`config.mk`:
```
export PLATFORM = sky130hd
export DESIGN_NAME = occupancy_ctrl
export DESIGN_NICKNAME = d
export VERILOG_FILES = /design/src/rtl/occupancy_ctrl_pkg.sv /design/src/rtl/occupancy_ctrl_pir_debounce.sv /design/src/rtl/occupancy_ctrl.sv
export SDC_FILE = /design/constraint.sdc
export NUM_CORES = 1
export LEC_CHECK = 0
export CORE_MARGIN = 3
export CORE_UTILIZATION = 49
export CTS_CLUSTER_DIAMETER = 120
export CTS_CLUSTER_SIZE = 25
export DETAILED_ROUTE_END_ITERATION = 12
export GPL_TIMING_DRIVEN = 0
export PLACE_DENSITY = 0.87
export SLEW_MARGIN = 20
export SYNTH_ARGS = -nofsm -noshare
export SYNTH_HDL_FRONTEND = slang
export SYNTH_SLANG_ARGS = --single-unit
```
`constraint.sdc`:
```
create_clock -name clk -period 1.9 [get_ports clk]
set_input_delay 0.19 -clock clk [delete_from_list [all_inputs] [get_ports clk]]
set_output_delay 0.19 -clock clk [all_outputs]
set_load 0.005 [all_outputs]
```
`src/rtl/occupancy_ctrl_pkg.sv`:
```
// occupancy_ctrl shared definitions
// state encodings, LED colours, colour lookup
package occupancy_ctrl_pkg;

  typedef enum logic [1:0] {
    ST_WARMUP   = 2'd0,
    ST_FREE     = 2'd1,
    ST_OCCUPIED = 2'd2,
    ST_HOLD     = 2'd3
  } state_e;

  localparam logic [2:0] COLOR_WARMUP = 3'b001;
  localparam logic [2:0] COLOR_FREE   = 3'b010;
  localparam logic [2:0] COLOR_OCC    = 3'b100;
  localparam logic [2:0] COLOR_HOLD   = 3'b110;

  function automatic logic [2:0] color_of(
    input state_e s
  );
    logic [2:0] c;
    c = COLOR_WARMUP;
    unique case (s)
      ST_WARMUP:   c = COLOR_WARMUP;
      ST_FREE:     c = COLOR_FREE;
      ST_OCCUPIED: c = COLOR_OCC;
      ST_HOLD:     c = COLOR_HOLD;
      default:     c = COLOR_WARMUP;
    endcase
    return c;
  endfunction

endpackage

```
`src/rtl/occupancy_ctrl_pir_debounce.sv`:
```
// pir_debounce: 2-flop synchronizer plus level qualifier
// a new level must persist DEBOUNCE_CYCLES samples
module pir_debounce
  import occupancy_ctrl_pkg::*;
#(
  parameter int DEBOUNCE_CYCLES = 100
) (
  input  logic clk,
  input  logic rst,
  input  logic pir_in,
  output logic pir_stable
);

  localparam int DB_W = $clog2(DEBOUNCE_CYCLES + 1);
  localparam logic [DB_W-1:0] DB_LAST =
    DB_W'(DEBOUNCE_CYCLES - 1);

  logic            sync1_q;
  logic            sync2_q;
  logic            stable_q;
  logic            stable_d;
  logic [DB_W-1:0] cnt_q;
  logic [DB_W-1:0] cnt_d;

  // qualify: accept a differing level after DB_LAST+1 samples
  always_comb begin
    stable_d = stable_q;
    cnt_d    = '0;
    if (sync2_q != stable_q) begin
      if (cnt_q == DB_LAST) begin
        stable_d = sync2_q;
      end else begin
        cnt_d = cnt_q + 1'b1;
      end
    end
  end

  // synchronizer and debounce state
  always_ff @(posedge clk) begin
    if (rst) begin
      sync1_q  <= 1'b0;
      sync2_q  <= 1'b0;
      stable_q <= 1'b0;
      cnt_q    <= '0;
    end else begin
      sync1_q  <= pir_in;
      sync2_q  <= sync1_q;
      stable_q <= stable_d;
      cnt_q    <= cnt_d;
    end
  end

  assign pir_stable = stable_q;

endmodule

```
`src/rtl/occupancy_ctrl.sv`:
```
// occupancy_ctrl: warm-up, occupancy FSM, hold timer,
// event pulses and saturating count, all registered
module occupancy_ctrl
  import occupancy_ctrl_pkg::*;
#(
  parameter int WARMUP_CYCLES   = 1000,
  parameter int DEBOUNCE_CYCLES = 100,
  parameter int HOLD_CYCLES     = 5000,
  parameter int CNT_W           = 16
) (
  input  logic             clk,
  input  logic             rst,
  input  logic             pir_in,
  output logic             led_r,
  output logic             led_g,
  output logic             led_b,
  output logic             occupied,
  output logic             occ_event,
  output logic             free_event,
  output logic [CNT_W-1:0] occ_count
);

  localparam int TMAX =
    (WARMUP_CYCLES > HOLD_CYCLES) ? WARMUP_CYCLES
                                  : HOLD_CYCLES;
  localparam int TMR_W = $clog2(TMAX + 1);
  localparam logic [TMR_W-1:0] WU_LAST =
    TMR_W'(WARMUP_CYCLES - 1);
  localparam logic [TMR_W-1:0] HD_LAST =
    TMR_W'(HOLD_CYCLES - 1);

  logic pir_stable;

  state_e           state_q, state_d;
  logic [TMR_W-1:0] tmr_q, tmr_d;
  logic [2:0]       led_q, led_d;
  logic             occ_q, occ_d;
  logic             oev_q, oev_d;
  logic             fev_q, fev_d;
  logic [CNT_W-1:0] cnt_q, cnt_d;

  pir_debounce #(
    .DEBOUNCE_CYCLES(DEBOUNCE_CYCLES)
  ) u_db (
    .clk       (clk),
    .rst       (rst),
    .pir_in    (pir_in),
    .pir_stable(pir_stable)
  );

  // next state, timer, events; outputs follow next state
  always_comb begin
    state_d = state_q;
    tmr_d   = tmr_q;
    oev_d   = 1'b0;
    fev_d   = 1'b0;
    unique case (state_q)
      ST_WARMUP: begin
        if (tmr_q == WU_LAST) begin
          tmr_d = '0;
          if (pir_stable) begin
            state_d = ST_OCCUPIED;
            oev_d   = 1'b1;
          end else begin
            state_d = ST_FREE;
          end
        end else begin
          tmr_d = tmr_q + 1'b1;
        end
      end
      ST_FREE: begin
        if (pir_stable) begin
          state_d = ST_OCCUPIED;
          oev_d   = 1'b1;
        end
      end
      ST_OCCUPIED: begin
        if (!pir_stable) begin
          state_d = ST_HOLD;
          tmr_d   = '0;
        end
      end
      ST_HOLD: begin
        if (pir_stable) begin
          state_d = ST_OCCUPIED;
        end else if (tmr_q == HD_LAST) begin
          state_d = ST_FREE;
          fev_d   = 1'b1;
          tmr_d   = '0;
        end else begin
          tmr_d = tmr_q + 1'b1;
        end
      end
      default: begin
        state_d = ST_WARMUP;
        tmr_d   = '0;
      end
    endcase
    cnt_d = cnt_q;
    if (oev_d && (cnt_q != '1)) begin
      cnt_d = cnt_q + 1'b1;
    end
    led_d = color_of(state_d);
    occ_d = (state_d == ST_OCCUPIED) ||
            (state_d == ST_HOLD);
  end

  // state and output registers
  always_ff @(posedge clk) begin
    if (rst) begin
      state_q <= ST_WARMUP;
      tmr_q   <= '0;
      led_q   <= COLOR_WARMUP;
      occ_q   <= 1'b0;
      oev_q   <= 1'b0;
      fev_q   <= 1'b0;
      cnt_q   <= '0;
    end else begin
      state_q <= state_d;
      tmr_q   <= tmr_d;
      led_q   <= led_d;
      occ_q   <= occ_d;
      oev_q   <= oev_d;
      fev_q   <= fev_d;
      cnt_q   <= cnt_d;
    end
  end

  assign {led_r, led_g, led_b} = led_q;
  assign occupied   = occ_q;
  assign occ_event  = oev_q;
  assign free_event = fev_q;
  assign occ_count  = cnt_q;

endmodule

```
==> impl_results.rst, run 1 <==
.. list-table::
   :header-rows: 1

   * - Metric
     - Value
   * - Cell area power density
     - ~610 nW/um^2
   * - Primary flip-flop cell chosen by synthesis mapping
     - sky130_fd_sc_hd__dfxtp_1
   * - Sink count of the clock tree
     - 45
   * - Top metal layer carrying routed signals
     - met4
   * - Growth of design area from synthesis to finish
     - 35.36%
   * - Synth Area per Inst
     - about 9 sq um
   * - Setup WS post-layout
     - -0.1044 ns
   * - Height of the die
     - between 70 and 80 um
   * - Final routed wire length divided by cell count
     - 15.29 um
   * - Synthesized flop and latch total
     - 45
   * - Library cells used by synthesis
     - 48
   * - Post-route antenna net violation count
     - 0
   * - Met3 Wirelength
     - about 200 um
   * - Area enclosed by the die boundary
     - 4913 sq um
   * - Tightest slew margin relative to the limit
     - 64.67%
   * - Slew Viols, Final
     - 0
   * - Post-CTS Hold Buffers
     - 0
   * - Combined area of the multi-input logic cells
     - 1229 sq um
   * - Period Utilization, post-route
     - 105.5%
   * - Area occupied by registers
     - 914.6 sq um
   * - Worst r2r src
     - tmr_q[3]
   * - Sw Pwr
     - 0.3851 mW
   * - Routed WL
     - roughly 4.8 mm
   * - Number of design rule violations left after detail routing
     - 0
   * - Cells after synthesis
     - 220
   * - Portion of total power attributed to combinational logic
     - 3.8%
   * - Cells taking the most area after synthesis
     - sky130_fd_sc_hd__dfxtp_1, sky130_fd_sc_hd__nor2_1, sky130_fd_sc_hd__xnor2_1, sky130_fd_sc_hd__xor2_1, sky130_fd_sc_hd__nand3_1
   * - Number of diodes
     - 0
   * - Wire length on met2
     - 2.475 mm
   * - Core ar.
     - roughly 3800 sq um
   * - Worst Skew
     - 0.01574 ns
   * - Number of filler cells placed in the layout
     - ~290
   * - Crit path time final
     - 2.004 ns
   * - Failing checks
     - setup timing
   * - Kind of capture point of the worst setup path
     - register
   * - Met1 wire length
     - about 2.0 mm
   * - Synth warn
     - 0
   * - Final weighted congestion in routability-driven placement
     - roughly 0.75
   * - Root buffer selected by CTS
     - sky130_fd_sc_hd__clkbuf_8
   * - Count of H-tree levels built during CTS
     - 2
   * - Switch share
     - 23.19%
   * - Measured slew at the worst slew-check pin
     - 0.5299 ns
   * - Mapped cell area
     - 2013 sq um
   * - Type of element launching the critical path
     - register
   * - Setup violations, final
     - 29
   * - Number of DRC markers in iteration 0
     - 142
   * - Clock Pin Slew Worst Setup and Hold Paths
     - around 0.090 ns
   * - Achievable clock frequency
     - 0.4989 GHz
   * - Pin count of the biggest net entering global routing
     - 15
   * - Number of input and output port buffers inserted
     - 24
   * - Wire length of the first global-routing pass
     - approximately 8.0 mm
   * - Post-synthesis cell type with the largest combined area
     - sky130_fd_sc_hd__dfxtp_1
   * - Total track usage
     - 20.55%
   * - Synthesized Nets
     - approximately 230
   * - Insertion delay to the later sink of the worst-skew pair
     - between 0.3 and 0.4 ns
   * - Cell with the most instances after synthesis
     - sky130_fd_sc_hd__dfxtp_1
   * - Run status
     - complete, but fails checks
   * - Int Pwr
     - 1.275 mW
   * - Hold Worst Slack
     - 0.4430 ns
   * - Net count, final
     - 268
   * - Maxcap violations
     - 0
   * - Start point of the critical path
     - tmr_q[3]
   * - Share of Yosys cell area claimed by the top area cell type
     - 44.75%
   * - TritonCTS clock tree
     - done
   * - Average via count per standard cell
     - 5.672
   * - Number of buffers created by CTS
     - 5
   * - Beginning of the worst hold path
     - u_db.cnt_q[0]
   * - Final hold viol count
     - 0
   * - Aggregate global routing overflow
     - 0
   * - Sequential-to-total area share from yosys stat
     - between 40% and 50%
   * - Worst vdd rail ir drop
     - 621.8 uV
   * - Share of total power in the clock network
     - roughly two fifths
   * - Sequential Power Share
     - 57.6%
   * - Via Count
     - around 1,800
   * - Clock tree buffer depth
     - 2
   * - Start-to-end type of the worst setup path
     - reg2reg
   * - Number of synthesized flops with an enable pin
     - 0
   * - Floorplan row count
     - 22
   * - Number of iterations in the first detailed-routing pass
     - 4
   * - Via count of the first global-routing pass
     - 1,690
   * - Cell types with the highest counts after synthesis
     - sky130_fd_sc_hd__dfxtp_1, sky130_fd_sc_hd__nor2_1, sky130_fd_sc_hd__nand3_1, sky130_fd_sc_hd__a21oi_1
   * - Initial cell density of the core
     - 53.00%
   * - Placed wire-length estimate after detailed placement
     - 2.922 mm
   * - Maximum fanout encountered on the critical timing path
     - 6
   * - Arrival time reported for the critical path endpoint
     - 2.27 ns
   * - Share of final-layout standard cells stronger than drive strength 1
     - between 20 and 30%
   * - Leakage power figure
     - 0.9201 nW
   * - Synth async-reset ratio
     - 0%
   * - Floorplan die width
     - 70.10 um
   * - Worst min-delay path class
     - reg2reg
   * - Number of antenna violations at the first check in global routing
     - 0
   * - Post-Route Setup TNS
     - -1.682 ns
   * - Required time worst endpoint
     - 2.16 ns
   * - Number of primary I/O pins
     - 25
   * - Unrepaired setup endpoints after global routing
     - true
critical path, cell delays in order, from the launching register on:
cell and delay (ns):
sky130_fd_sc_hd__dfxtp_2 0.33, sky130_fd_sc_hd__or4b_4 0.57, sky130_fd_sc_hd__nor4_4 0.18, sky130_fd_sc_hd__buf_6 0.19, sky130_fd_sc_hd__o221ai_4 0.14, sky130_fd_sc_hd__or4_4 0.44, sky130_fd_sc_hd__a21oi_2 0.12
power groups by stage:
stage	Clock [mW]	Combinational [mW]	Sequential, mW
after floorplan	0	0.0348	0.977
after global placement	0	0.0467	0.978
after detailed placement	0	0.0482	0.978
after CTS	0.648	0.0544	0.957
after global routing	0.697	0.0699	0.957
final	0.641	0.0637	0.956
metal layers:
metal,global-route usage [%],vias up
met5,0,-
met4,7.660,0
met3,5.036,7
met2,36.31,33
met1,23.82,848
li1,-,876
logic make-up after synthesis:
logic type / after synthesis / share of synthesized area, %
adders and majority gates: 3 / 1.865
and+or+nand+nor: 100 / 27.41
buffers and inverters: 14 / 4.661
muxes: 4 / 1.989
xor gates and xnor gates: 19 / 8.266
AOI/OAI and AO/OA: 35 / 11.06
DFF: 45 / 44.75
path summary, 6_finish.rpt:
kind	to	cells past startpoint	slack [ns]
setup / recovery	occ_count[6]	6	-0.10
hold / removal	u_db.cnt_q[0]	1	0.44
setup reg to reg	occ_count[6]	6	-0.10
hold reg to reg	u_db.cnt_q[0]	1	0.44
registers in the layout, summed over array words and instances, names as in the netlist:
signal,flops
occ_count,16
tmr_q,13
u_db.cnt_q,7
led_q,2
state_q,2
free_event,1
occ_event,1
u_db.pir_stable,1
u_db.sync1_q,1
u_db.sync2_q,1
what timing repair did:
item                                    in CTS  in global routing
gates cloned                                 2                  0
pin swaps                                   20                  9
resized for setup                           29                 26
setup buffers                                8                  1
endpoints found under the setup margin      27                 29
layout make-up:
| type | instances | area share (%) |
|---|---|---|
| flip-flops and latches | 45 | 33.56 |
| clock inverters | 2 | 0.5051 |
| repair buffers | 34 | 12.12 |
| inverters | 6 | 0.8264 |
| multi-input cells | 162 | 45.09 |
| clock buffers | 6 | 3.030 |
| well taps | 48 | 2.204 |
| plain buffers | 8 | 2.663 |
cell usage in the layout (no fill, tap or decap), types with 4 or more instances in the layout:
cell and instances:
sky130_fd_sc_hd__nor2_1 25, sky130_fd_sc_hd__clkbuf_8 8, sky130_fd_sc_hd__nand2_1 7, sky130_fd_sc_hd__nor2_2 8, sky130_fd_sc_hd__dfxtp_2 8, sky130_fd_sc_hd__o21ai_0 4, sky130_fd_sc_hd__clkdlybuf4s50_1 24, sky130_fd_sc_hd__xor2_1 9
sky130_fd_sc_hd__nand4_1 4, sky130_fd_sc_hd__inv_1 6, sky130_fd_sc_hd__and3_1 5, sky130_fd_sc_hd__nor3_1 5, sky130_fd_sc_hd__buf_4 7, sky130_fd_sc_hd__dfxtp_1 36, sky130_fd_sc_hd__a21oi_1 6, sky130_fd_sc_hd__a21oi_2 6
sky130_fd_sc_hd__xnor2_1 10, sky130_fd_sc_hd__or3_1 8, sky130_fd_sc_hd__nand3_1 12, sky130_fd_sc_hd__buf_6 5
through the flow:
step	utilization, %	power, mW	area [sq um]	setup WS, ns	cells
2_1_floorplan	-	1.012	2044	-0.05732	220
3_3_place_gp	61.73	1.025	2345	-0.2054	292
3_5_place_dp	61.73	1.027	2345	-0.2918	292
4_1_cts	68.94	1.659	2619	-0.1422	310
5_1_grt	71.74	1.724	2725	-0.1810	311
6_report	71.74	1.661	2725	-0.1044	311
Power figures use the tool's default switching activity.
==> run 2, diff against run 1 <==
--- a/config.mk
+++ b/config.mk
@@ -5,13 +5,15 @@
 export SDC_FILE = /design/constraint.sdc
 export NUM_CORES = 1
 export LEC_CHECK = 0
+export CELL_PAD_IN_SITES_DETAIL_PLACEMENT = 1
+export CELL_PAD_IN_SITES_GLOBAL_PLACEMENT = 1
 export CORE_MARGIN = 3
-export CORE_UTILIZATION = 49
+export CORE_UTILIZATION = 37
 export CTS_CLUSTER_DIAMETER = 120
 export CTS_CLUSTER_SIZE = 25
 export DETAILED_ROUTE_END_ITERATION = 12
 export GPL_TIMING_DRIVEN = 0
-export PLACE_DENSITY = 0.87
+export PLACE_DENSITY = 0.86
 export SLEW_MARGIN = 20
 export SYNTH_ARGS = -nofsm -noshare
 export SYNTH_HDL_FRONTEND = slang
==> run 2 against run 1 <==
Net effect: the flow still finishes with violations (setup timing); final cell count up 7.4%; clock power fell by 5.9%; critical path depth is 1 higher; cell area fell by 1.8%; fmax is 3.4% lower; utilization down 20 points.
==> impl_results.rst, run 2 (synthesis results as in run 1) <==
.. list-table::
   :header-rows: 1

   * - Metric
     - Value
   * - Number of antenna violations at the first check in global routing
     - 0
   * - TritonCTS clock tree
     - done
   * - Number of buffers created by CTS
     - 5
   * - Initial cell density of the core
     - 38.92%
   * - Placed wire-length estimate after detailed placement
     - between 3 and 4 mm
   * - Worst Skew
     - 0.006145 ns
   * - Type of element launching the critical path
     - register
   * - Run status
     - complete, but fails checks
   * - Clock tree buffer depth
     - 2
   * - Crit path time final
     - slightly above 2 ns
   * - Aggregate global routing overflow
     - 0
   * - Largest stage delay on the critical path
     - about 0.57 ns
   * - Total track usage
     - 17.62%
   * - CP max-delay cell
     - sky130_fd_sc_hd__or4b_4
   * - Unrepaired setup endpoints after global routing
     - true
   * - Final hold viol count
     - 0
   * - Final routed wire length divided by cell count
     - ~16 um
   * - Slew Viols, Final
     - 0
   * - Area enclosed by the die boundary
     - 6362 sq um
   * - Flip-flop count of the largest register, all copies and words added
     - 16
   * - Post-CTS Hold Buffers
     - 0
   * - Most frequent standard cell in the layout excluding fill and tap cells
     - sky130_fd_sc_hd__dfxtp_1
   * - Tightest slew margin relative to the limit
     - 66.53%
   * - Critical path's top delay family
     - simple AND/OR/NAND/NOR gates
   * - Arrival time reported for the critical path endpoint
     - 2.27 ns
   * - Clock Pin Slew Worst Setup and Hold Paths
     - roughly 0.080 ns
   * - Setup WS post-layout
     - -0.1760 ns
   * - Core ar.
     - a little over 5000 sq um
   * - Worst min-delay path class
     - reg2reg
   * - Average via count per standard cell
     - 5.365
   * - Number of DRC markers in iteration 0
     - 42
   * - Pin count of the biggest net entering global routing
     - 13
   * - Net count, final
     - 270
   * - Maximum fanout encountered on the critical timing path
     - 5
   * - Start-to-end type of the worst setup path
     - reg2reg
   * - Maxcap violations
     - 0
   * - Via Count
     - around 1,800
   * - Beginning of the worst hold path
     - u_db.cnt_q[0]
   * - Pre-CTS WS
     - -0.2740 ns
   * - Floorplan row count
     - 26
   * - Growth of design area from synthesis to finish
     - 32.88%
   * - Post-Route Setup TNS
     - -3.818 ns
   * - Floorplan die width
     - around 80 um
   * - Number of primary I/O pins
     - 25
   * - Worst r2r src
     - tmr_q[11]
   * - Number of diodes
     - 0
   * - Count of H-tree levels built during CTS
     - 2
   * - Commonest cells after routing, fill and taps aside
     - sky130_fd_sc_hd__dfxtp_1, sky130_fd_sc_hd__nor2_1, sky130_fd_sc_hd__clkdlybuf4s50_1
   * - Core occupancy in the finished layout
     - between 50% and 60%
   * - Period Utilization, post-route
     - 109.3%
   * - Required time worst endpoint
     - about 2.1 ns
   * - Leakage power figure
     - 0.9285 nW
   * - Achievable clock frequency
     - ~0.48 GHz
   * - Via count of the first global-routing pass
     - 1,832
   * - Height of the die
     - 79.77 um
   * - Root buffer selected by CTS
     - sky130_fd_sc_hd__clkbuf_8
   * - Cell area power density
     - between 600 and 700 nW/um^2
   * - Area occupied by registers
     - 914.6 sq um
   * - Sink count of the clock tree
     - 45
   * - Number of buffers and inverters on the critical path
     - 2
   * - Kind of capture point of the worst setup path
     - register
   * - Insertion delay to the later sink of the worst-skew pair
     - roughly 0.3 ns
   * - Post-route antenna net violation count
     - 0
   * - Share of final-layout standard cells stronger than drive strength 1
     - 23.48%
   * - Wire length of the first global-routing pass
     - 8.825 mm
   * - Setup violations, final
     - 28
   * - Combined area of the multi-input logic cells
     - 1136 sq um
   * - Routed WL
     - 5.437 mm
   * - Measured slew at the worst slew-check pin
     - 0.5021 ns
   * - Worst vdd rail ir drop
     - around 340 uV
   * - Failing checks
     - setup timing
   * - Number of input and output port buffers inserted
     - 24
   * - Number of design rule violations left after detail routing
     - 0
   * - Number of iterations in the first detailed-routing pass
     - 4
   * - Number of filler cells placed in the layout
     - between 500 and 600
   * - Start point of the critical path
     - tmr_q[11]
   * - Cell-by-cell trace of the critical path
     - or4b_4 > buf_6 > or4b_4 > a21oi_2 > a211o_2 > buf_6 > nor2_1
   * - Final weighted congestion in routability-driven placement
     - 0.7403
==> run 2: metal layers <==
| layer | part of all wire, % | global-route usage, % | up-vias |
|---|---|---|---|
| met5 | 0 | 0 | - |
| met4 | 2.1 | 7.264 | 0 |
| met3 | 2.9 | 3.386 | 11 |
| met2 | 54 | 31.64 | 29 |
| met1 | 41 | 20.32 | 889 |
| li1 | - | - | 863 |
==> run 2: per-stage QoR <==
stage                     hold WS (ns)  instances  area, sq um  total power, mW
after floorplan                 0.3182        220         2044            1.012
after global placement          0.4285        314         2372            1.026
after detailed placement        0.4392        314         2372            1.028
after CTS                       0.4573        332         2589            1.629
after global routing            0.4729        334         2675            1.685
final                           0.4519        334         2675            1.625
==> run 2: what timing repair did <==
item / in CTS / in global routing
hold endpoints to repair: 0 / 0
cloned: 2 / 0
pin swaps: 11 / 6
buffers inserted: 9 / 2
endpoints found under the setup margin: 28 / 31
gates resized for setup: 14 / 18
==> run 2: final cells by class <==
class	instances	share of cell area, %
multi-input cells	161	42.47
flip-flops and latches	45	34.19
repair buffers	37	13.33
well taps	70	3.274
clock buffers	7	3.227
plain buffers	8	2.666
inverters	6	0.8419
==> run 2: final timing paths <==
path	to	slack, ns	cells past startpoint
worst max register to register	tmr_q[3]	-0.18	7
worst max-delay path	tmr_q[3]	-0.18	7
worst min-delay path	u_db.cnt_q[0]	0.45	1
worst min register to register	u_db.cnt_q[0]	0.45	1
==> run 2: power by group <==
part           switching [mW]  internal (mW)
registers             0.00780          0.950
logic                  0.0312         0.0329
clock network           0.314          0.289
total                   0.353           1.27
==> run 3, diff against run 2 <==
--- a/config.mk
+++ b/config.mk
@@ -10,9 +10,10 @@
 export CORE_MARGIN = 3
 export CORE_UTILIZATION = 37
 export CTS_CLUSTER_DIAMETER = 120
-export CTS_CLUSTER_SIZE = 25
+export CTS_CLUSTER_SIZE = 20
 export DETAILED_ROUTE_END_ITERATION = 12
 export GPL_TIMING_DRIVEN = 0
+export HOLD_SLACK_MARGIN = 0.03
 export PLACE_DENSITY = 0.86
 export SLEW_MARGIN = 20
 export SYNTH_ARGS = -nofsm -noshare
==> results of run 3 <==
No change in the layout: final DEF, timing and power equal those of run 2.
